## src/rtl/shift_pkg.sv

```systemverilog
// Shared types and constants for the shifter operand-issue stage.
// SHIFT_OPERAND_SAT_EN adds the over-range "zero" flag to each stored request.
package shift_pkg;

  localparam int unsigned SHIFT_W     = 16;
  localparam int unsigned SHIFT_AMT_W = 4;

`ifdef SHIFT_OPERAND_SAT_EN
  typedef struct packed {
    logic [SHIFT_W-1:0]     a;
    logic [SHIFT_AMT_W-1:0] amt;
    logic                   left;
    logic                   zero;
  } shift_req_t;
`else
  typedef struct packed {
    logic [SHIFT_W-1:0]     a;
    logic [SHIFT_AMT_W-1:0] amt;
    logic                   left;
  } shift_req_t;
`endif

  // True when the raw amount cannot be encoded in SHIFT_AMT_W bits.
  function automatic logic is_over_range(input logic [SHIFT_W-1:0] b);
    return |b[SHIFT_W-1:SHIFT_AMT_W];
  endfunction

endpackage

```

## src/rtl/shift_operand_stage_if.sv

```systemverilog
// Request/issue bundle between decode, the operand stage and the barrel shifter.
interface shift_operand_stage_if
  import shift_pkg::*;
#(
  parameter int unsigned DEPTH = 2
) ();

  localparam int unsigned CNT_W = $clog2(DEPTH + 1);

  logic               in_valid;
  logic               in_ready;
  logic [SHIFT_W-1:0] in_a;
  logic [SHIFT_W-1:0] in_b;
  logic               in_left;
  logic               flush;
  logic               out_valid;
  logic               out_ready;
  logic [SHIFT_W-1:0] out_a;
  logic [SHIFT_W-1:0] out_b;
  logic               out_left;
  logic               out_zero;
  logic [CNT_W-1:0]   count;

  modport master (
    output in_valid, in_a, in_b, in_left, flush, out_ready,
    input  in_ready, out_valid, out_a, out_b, out_left, out_zero, count
  );

  modport slave (
    input  in_valid, in_a, in_b, in_left, flush, out_ready,
    output in_ready, out_valid, out_a, out_b, out_left, out_zero, count
  );

endinterface

```

## src/rtl/shift_req_fifo.sv

```systemverilog
// Show-ahead synchronous FIFO of shift requests with flush; the head output
// holds the last presented entry while the FIFO is empty.
module shift_req_fifo
  import shift_pkg::*;
#(
  parameter int unsigned DEPTH = 2
) (
  input  logic                         clk,
  input  logic                         rst,
  input  logic                         i_push,
  input  logic                         i_pop,
  input  logic                         i_flush,
  input  shift_req_t                   i_data,
  output shift_req_t                   o_data_c,
  output logic                         o_full_c,
  output logic                         o_empty_c,
  output logic [$clog2(DEPTH+1)-1:0]   o_count
);

  localparam int unsigned PTR_W = $clog2(DEPTH);
  localparam int unsigned CNT_W = $clog2(DEPTH + 1);

  logic [PTR_W-1:0] r_wr_ptr;
  logic [PTR_W-1:0] r_rd_ptr;
  logic [CNT_W-1:0] r_count;
  logic [CNT_W-1:0] w_count_nxt;
  shift_req_t       r_mem [DEPTH];
  shift_req_t       r_last;
  logic             w_full;
  logic             w_empty;
  logic             w_push;
  logic             w_pop;

  assign w_full  = (r_count == CNT_W'(DEPTH));
  assign w_empty = (r_count == '0);

  // Flush wins over everything; a full FIFO never accepts, even alongside a pop.
  assign w_push = i_push && !w_full  && !i_flush;
  assign w_pop  = i_pop  && !w_empty && !i_flush;

  always_comb begin
    w_count_nxt = r_count;
    case ({w_push, w_pop})
      2'b10:   w_count_nxt = r_count + CNT_W'(1);
      2'b01:   w_count_nxt = r_count - CNT_W'(1);
      default: w_count_nxt = r_count;
    endcase
  end

  always_ff @(posedge clk or posedge rst) begin
    if (rst) begin
      r_wr_ptr <= '0;
      r_rd_ptr <= '0;
      r_count  <= '0;
      r_last   <= '0;
    end else begin
      if (!w_empty) begin
        r_last <= r_mem[r_rd_ptr];
      end
      if (i_flush) begin
        r_wr_ptr <= '0;
        r_rd_ptr <= '0;
        r_count  <= '0;
      end else begin
        if (w_push) begin
          r_wr_ptr <= r_wr_ptr + PTR_W'(1);
        end
        if (w_pop) begin
          r_rd_ptr <= r_rd_ptr + PTR_W'(1);
        end
        r_count <= w_count_nxt;
      end
    end
  end

  // Storage needs no reset: it is never observed while the FIFO is empty.
  always_ff @(posedge clk) begin
    if (w_push) begin
      r_mem[r_wr_ptr] <= i_data;
    end
  end

  assign o_data_c  = w_empty ? r_last : r_mem[r_rd_ptr];
  assign o_full_c  = w_full;
  assign o_empty_c = w_empty;
  assign o_count   = r_count;

endmodule

```

## src/rtl/shift_operand_stage.sv

```systemverilog
// Operand-issue stage ahead of the 16-bit barrel shifter: buffers requests and
// normalises amounts to 0..15. SHIFT_OPERAND_SAT_EN selects zero-forcing over modulo-16.
module shift_operand_stage
  import shift_pkg::*;
#(
  parameter int unsigned DEPTH = 2,
  parameter int unsigned WIDTH = SHIFT_W
) (
  input  logic                 clk,
  input  logic                 rst,
  shift_operand_stage_if.slave io_bus
);

  logic [WIDTH-1:0] w_in_a;
  shift_req_t       w_push_req;
  shift_req_t       w_head;
  logic             w_full;
  logic             w_empty;
  logic             w_push;
  logic             w_pop;

  assign w_in_a = io_bus.in_a;

  // Normalise the amount at push time so the stored request is shifter-ready.
  always_comb begin
    w_push_req      = '0;
    w_push_req.a    = SHIFT_W'(w_in_a);
    w_push_req.left = io_bus.in_left;
`ifdef SHIFT_OPERAND_SAT_EN
    if (is_over_range(io_bus.in_b)) begin
      w_push_req.amt  = '0;
      w_push_req.zero = 1'b1;
    end else begin
      w_push_req.amt  = io_bus.in_b[SHIFT_AMT_W-1:0];
      w_push_req.zero = 1'b0;
    end
`else
    w_push_req.amt  = io_bus.in_b[SHIFT_AMT_W-1:0];
`endif
  end

  assign io_bus.in_ready  = !w_full && !io_bus.flush;
  assign io_bus.out_valid = !w_empty;
  assign w_push           = io_bus.in_valid  && io_bus.in_ready;
  assign w_pop            = io_bus.out_valid && io_bus.out_ready;

  shift_req_fifo #(
    .DEPTH (DEPTH)
  ) u_fifo (
    .clk       (clk),
    .rst       (rst),
    .i_push    (w_push),
    .i_pop     (w_pop),
    .i_flush   (io_bus.flush),
    .i_data    (w_push_req),
    .o_data_c  (w_head),
    .o_full_c  (w_full),
    .o_empty_c (w_empty),
    .o_count   (io_bus.count)
  );

  assign io_bus.out_a    = w_head.a;
  assign io_bus.out_b    = {{(SHIFT_W - SHIFT_AMT_W){1'b0}}, w_head.amt};
  assign io_bus.out_left = w_head.left;
`ifdef SHIFT_OPERAND_SAT_EN
  assign io_bus.out_zero = w_head.zero;
`else
  assign io_bus.out_zero = 1'b0;
`endif

endmodule

```

## src/flat_wrapper.sv

```systemverilog
// flat-port wrapper written by rule: the top's interface ports become plain ports
module shift_operand_stage_flat import shift_pkg::*;
#(
  parameter int unsigned DEPTH = 2,
  parameter int unsigned WIDTH = SHIFT_W
)
  (clk, rst, io_bus_in_valid, io_bus_in_a, io_bus_in_b, io_bus_in_left, io_bus_flush, io_bus_out_ready, io_bus_in_ready, io_bus_out_valid, io_bus_out_a, io_bus_out_b, io_bus_out_left, io_bus_out_zero, io_bus_count);
  shift_operand_stage_if #(.DEPTH(DEPTH)) io_bus_i ();
  input  logic clk;
  input  logic rst;
  input wire logic [$bits(io_bus_i.in_valid)-1:0] io_bus_in_valid;
  input wire logic [$bits(io_bus_i.in_a)-1:0] io_bus_in_a;
  input wire logic [$bits(io_bus_i.in_b)-1:0] io_bus_in_b;
  input wire logic [$bits(io_bus_i.in_left)-1:0] io_bus_in_left;
  input wire logic [$bits(io_bus_i.flush)-1:0] io_bus_flush;
  input wire logic [$bits(io_bus_i.out_ready)-1:0] io_bus_out_ready;
  output wire logic [$bits(io_bus_i.in_ready)-1:0] io_bus_in_ready;
  output wire logic [$bits(io_bus_i.out_valid)-1:0] io_bus_out_valid;
  output wire logic [$bits(io_bus_i.out_a)-1:0] io_bus_out_a;
  output wire logic [$bits(io_bus_i.out_b)-1:0] io_bus_out_b;
  output wire logic [$bits(io_bus_i.out_left)-1:0] io_bus_out_left;
  output wire logic [$bits(io_bus_i.out_zero)-1:0] io_bus_out_zero;
  output wire logic [$bits(io_bus_i.count)-1:0] io_bus_count;
  assign io_bus_i.in_valid = io_bus_in_valid;
  assign io_bus_i.in_a = io_bus_in_a;
  assign io_bus_i.in_b = io_bus_in_b;
  assign io_bus_i.in_left = io_bus_in_left;
  assign io_bus_i.flush = io_bus_flush;
  assign io_bus_i.out_ready = io_bus_out_ready;
  assign io_bus_in_ready = io_bus_i.in_ready;
  assign io_bus_out_valid = io_bus_i.out_valid;
  assign io_bus_out_a = io_bus_i.out_a;
  assign io_bus_out_b = io_bus_i.out_b;
  assign io_bus_out_left = io_bus_i.out_left;
  assign io_bus_out_zero = io_bus_i.out_zero;
  assign io_bus_count = io_bus_i.count;
  shift_operand_stage #(.DEPTH(DEPTH), .WIDTH(WIDTH)) u_core (.clk(clk), .rst(rst), .io_bus(io_bus_i));
endmodule
```

## config.mk

```make
export PLATFORM = sky130hd
export DESIGN_NAME = shift_operand_stage_flat
export DESIGN_NICKNAME = d
export VERILOG_FILES = /design/src/rtl/shift_pkg.sv /design/src/rtl/shift_operand_stage_if.sv /design/src/rtl/shift_req_fifo.sv /design/src/rtl/shift_operand_stage.sv /design/src/flat_wrapper.sv
export SDC_FILE = /design/constraint.sdc
export NUM_CORES = 1
export LEC_CHECK = 0
export ABC_AREA = 0
export CORE_MARGIN = 4
export CORE_UTILIZATION = 50
export DETAILED_ROUTE_END_ITERATION = 6
export GPL_ROUTABILITY_DRIVEN = 1
export PLACE_DENSITY = 0.84
export SYNTH_ARGS = -nofsm -noshare
export SYNTH_HDL_FRONTEND = slang
export SYNTH_HIERARCHICAL = 1
export SYNTH_SLANG_ARGS = --single-unit
```

## constraint.sdc

```tcl
create_clock -name clk -period 6.2 [get_ports clk]
set_clock_uncertainty 0.2 [all_clocks]
set_input_delay 1.24 -clock clk [delete_from_list [all_inputs] [get_ports clk]]
set_output_delay 1.24 -clock clk [all_outputs]
set_load 0.01 [all_outputs]
```

# Yosys cells after proc, flatten, opt, wreduce, memory -nomap -nowiden
# Memories as Yosys holds them, arrays and structs flattened.
# Index checks and enable logic that the tools add are counted.
# classes
eq_ne	3
reduce_logical	14
muxes	9
n_addsub	4
# ops
operator	count
2-to-1 mux 21 bit	1
logical AND 1 bit	7
2-to-1 mux 1 bit	6
== test 2 bit (second input constant)	2
case mux 2 bit (2 select lines)	1
nonzero test 2 bit	2
zero test 1 bit	3
nonzero test 3 bit	1
adder 1 bit (second input constant)	2
adder 2 x 1 -> 2 bit (second input constant)	1
== test 2 x 1 -> 1 bit (second input constant)	1
zero test 2 bit	1
2-to-1 mux 2 bit	1
subtractor 2 x 1 -> 2 bit (second input constant)	1
# totals
out_inout_bits	38
mem_bits_rw	42
inputBits	38
memories	1
wordCells	37
regBits	25
# memory_table
name	depth	width	rd	rd_ports_with_merged_regs	wr	line	rtl
u_core.u_fifo.r_mem	2	21	1	0	1	shift_req_fifo.sv:27	shift_req_t r_mem [DEPTH];

# Longest topological paths before layout
# logic_depth
depth_word	9
mapped_depth	6
ltp_nobuf	5

# Cells and area by module
# Netlist, hierarchy kept.
# by_module_without_submodules
mod	n_inst	seq_area_each_um2	cells_each	area_each_um2
shift_req_fifo	1	1886.8	159	2446.1
shift_operand_stage	1	0.0	18	127.6

# Worst setup path before layout
# OpenSTA, ideal clock, no wires.
# synth_path
path_kind	input port to flip-flop
start	in io_bus_flush
end	mem u_core/u_fifo/r_mem[1][0] (netlist bit), enable pin
path_stages	3
path_slack_ps	2168
arrival_ps	3402
path_buffers	0
required_ps	5570
setup_time_ps	430
path_cell_list	nor3b_2 > or2b_1 > nor3b_1
# synth_between
elab_chain_len	7
# synth_rtl
element	line	rtl
start, declared	flat_wrapper.sv:15	input wire logic [$bits(io_bus_i.flush)-1:0] io_bus_flush;
zero test 1 bit *	shift_req_fifo.sv:38, shift_operand_stage.sv:42	
logical AND 1 bit	shift_operand_stage.sv:42	assign io_bus.in_ready = !w_full && !io_bus.flush;
logical AND 1 bit	shift_operand_stage.sv:44	assign w_push = io_bus.in_valid && io_bus.in_ready;
logical AND 1 bit	shift_req_fifo.sv:38	assign w_push = i_push && !w_full && !i_flush;
logical AND 1 bit *	shift_req_fifo.sv:38	
2-to-1 mux 1 bit *	shift_req_fifo.sv:78	if (w_push) begin
2-to-1 mux 1 bit (not written as such) *	shift_req_fifo.sv:79	r_mem[r_wr_ptr] <= i_data;
end, declared	shift_req_fifo.sv:27	
# Every way passes the cells marked *; elsewhere a longest branch is shown, timed or not.

# Final worst setup path
# layout_path
start	in io_bus_flush
end	out io_bus_in_ready
# layout_between
elab_chain_len	2
# layout_rtl
element	line	rtl
zero test 1 bit	shift_operand_stage.sv:42	
logical AND 1 bit	shift_operand_stage.sv:42	
end, declared	flat_wrapper.sv:17	output wire logic [$bits(io_bus_i.in_ready)-1:0] io_bus_in_ready;
# Every way passes these cells.

==> results.md <==
- H-tree levels: 3
- Final core utilization: 68.4%
- Post-synth top cells: edfxtp_1, dfrtp_1, o21ai_0, nand2_1, mux2i_1
- Critical Path Source Type: input port
- FMAX: 251 MHz
- Routed WL: 4.31 mm
- Setup TNS: 0 ns
- Ys flop type: edfxtp_1
- CP dominant cell by count: clkdlybuf4s50_1
- CP Class: in -> out
- Die ar.: 6360 um^2
- Slew HR: 32.4%
- Layout cells sized above 1: 9.21%
- Overall routing resource usage: 14.7%
- Setup violators final: 0
- Gr ovfl total: 0
- Hold Crit Start: u_core/u_fifo/r_last[16]
- Skew-Pair Late Insertion Delay: 0.34 ns
- Max Root-Sink Buffers: 2
- Core Area: 4850 um^2
- Final Critical Period: 3.98 ns
- CTS buffer count: 9
- Power Density: 338 nW/um^2
- Area of the multi-input gates: 596 um^2
- Gp weighted congestion: 0.673
- Initial antenna violation count: 0
- CTS root buffer: clkbuf_8
- Inserted Diodes: 0
- CTS tree: built
- Worst endpoint required time: 4.76 ns
- RSZ-0062 raised after global routing: false
- Synth area leader: edfxtp_1
- RR Startpoint: u_core/u_fifo/o_count[1]
- Mapped Area: 2570 um^2
- Die H: 79.7 um
- Io pins: 76
- Async SR Flop Fraction: 37.3%
- Clock slew at reported path FFs: 0.06 ns
- Max-cap viol count: 0
- Crit path max-delay family: buffers and inverters
- Outcome: finished clean
- # hold bufs at CTS: 0
- Post-synth top area share: 49.0%
- Synth Warn #: 6
- Clock Sinks: 67
- Worst Hold Class: reg -> reg
- Vias in the first global route: 1,410
- CTS resizes: 0
- Synth Register Bits: 67
- Die width: 79.7 um
- Fillcell total: 357
- Largest net degree at the start of global routing: 46
- Vias: 1,472
- First-pass GRT wire length: 6.67 mm
- Pleak: 1.23 nW
- Slowest-stage cell, CP: clkdlybuf4s50_1
- Crit-path max FO: 8
- Crit path capture type: primary output
- HPWL after detailed placement: 2.78 mm
- Synthesis-to-layout area growth: 28.9%
- Seq/Total Area, Yosys: 73.3%
- # DRC: 0
- Wire length per cell: 14.1 um
- Number of routed nets with antenna violations: 0
- Final count of pins violating max slew: 0
- Vias/cell: 4.81
- Fin crit share: 64.2%
- Num rows: 25
- Initial core utilization: 53.1%
- CP max stage delay: 0.59 ns
- Sequential cell area: 1890 um^2
- VDD IR max: 0.263 mV
- 1st-iter DRT viols: 94
- Total Nets Final: 272
- Worst-Margin Slew: 1.01 ns
- CP Data Arrival Time: 2.54 ns
- Port Buffers: 50
- Crit path launch: io_bus_flush
- Number of synthesized flops with an enable pin: 42
- Syn Inst Count: 177
- Post-CTS Setup Bufs: 0
- Post-synthesis cell type count: 25
- Top post-synthesis cells by area: edfxtp_1, dfrtp_1, mux2i_1
- Final Hold Vio Count: 0
- CP Buf/Inv Count: 2
- Most frequent cell after synthesis: edfxtp_1
- Worst path cell trace: clkdlybuf4s50_1 -> nor2_1 -> clkdlybuf4s50_1
- Mean Syn Cell Area: 14.5 um^2
- Drt first pass iters: 4
==> area by class of cell <==
| type | count | share of cell area, % |
|---|---|---|
| Tap cell | 67 | 2.53 |
| Timing Repair Buffer | 54 | 16.0 |
| Multi-Input combinational cell | 99 | 18.0 |
| Sequential cell | 67 | 56.9 |
| Inverter | 3 | 0.339 |
| Clock buffer | 11 | 3.96 |
| Clock inverter | 5 | 2.34 |
==> worst paths after layout <==
path	endpoint	slack, ns	cells after the start
worst min-delay path	u_core/u_fifo/r_last[16]	0.30	2
max in group asynchronous	u_core/u_fifo/r_wr_ptr	3.93	2
worst min register to register	u_core/u_fifo/r_last[16]	0.30	2
worst max register to register	u_core/u_fifo/r_mem[1][17]	3.89	5
min in group asynchronous	u_core/u_fifo/r_last[7]	1.24	2
worst max-delay path	io_bus_in_ready	2.22	3
==> metal layers <==
layer / GRT usage (%) / vias to the layer above / part of all wire (%)
met5: 0 / - / 0
met4: 7.09 / 0 / 2.3
met3: 6.77 / 8 / 6.7
met2: 24.5 / 45 / 51
met1: 15.7 / 699 / 40
li1: - / 720 / -
==> metrics by stage <==
stage / instance area (um^2) / power, mW / std cells / hold WS [ns] / worst slack (ns)
floorplan: 2620 / 0.636 / 189 / 0.329 / 2.17
global placement: 3110 / 0.747 / 290 / 0.275 / 2.24
detailed placement: 3110 / 0.755 / 290 / 0.286 / 2.21
CTS: 3320 / 1.14 / 306 / 0.297 / 2.22
global route: 3320 / 1.17 / 306 / 0.318 / 2.16
finish: 3320 / 1.12 / 306 / 0.297 / 2.22
==> kinds of logic (layout without fill, tap and decap cells) <==
group,after synthesis,after routing,share of synthesized area [%]
other,1,13,0.146
AOI/OAI and AO/OA,28,28,5.59
buffers and inverters,23,73,5.69
and+or+nand+nor,36,36,6.76
muxes,21,21,8.17
xor gates and xnor gates,1,1,0.340
DFF,67,67,73.3
==> registers in the layout (all words and copies together) (netlist names) <==
signal and cells:
u_core/u_fifo/r_mem 42, u_core/u_fifo/r_last 21, u_core/u_fifo/o_count 2, u_core/u_fifo/r_rd_ptr 1, u_core/u_fifo/r_wr_ptr 1
==> report_power, final <==
part,internal [mW],switching [mW]
logic,0.106,0.0976
clock network,0.225,0.154
registers,0.524,0.0145
==> worst reg2reg max path: cells and delay by family, from the launching register on <==
kind,cells,cell delay (ns)
DFF,1,0.44
and+or+nand+nor,4,1.03
buffers and inverters,1,0.31
==> placed cells by master (no fill, tap or decap), drive strengths merged, types with 4 or more instances in the layout <==
master / n
clkbuf: 11
buf: 4
clkdlybuf4s50: 50
nor2: 4
edfxtp: 42
o21ai: 24
nand2: 22
conb: 13
dfrtp: 25
mux2i: 21
No activity file was read; power rests on OpenSTA's default activity.
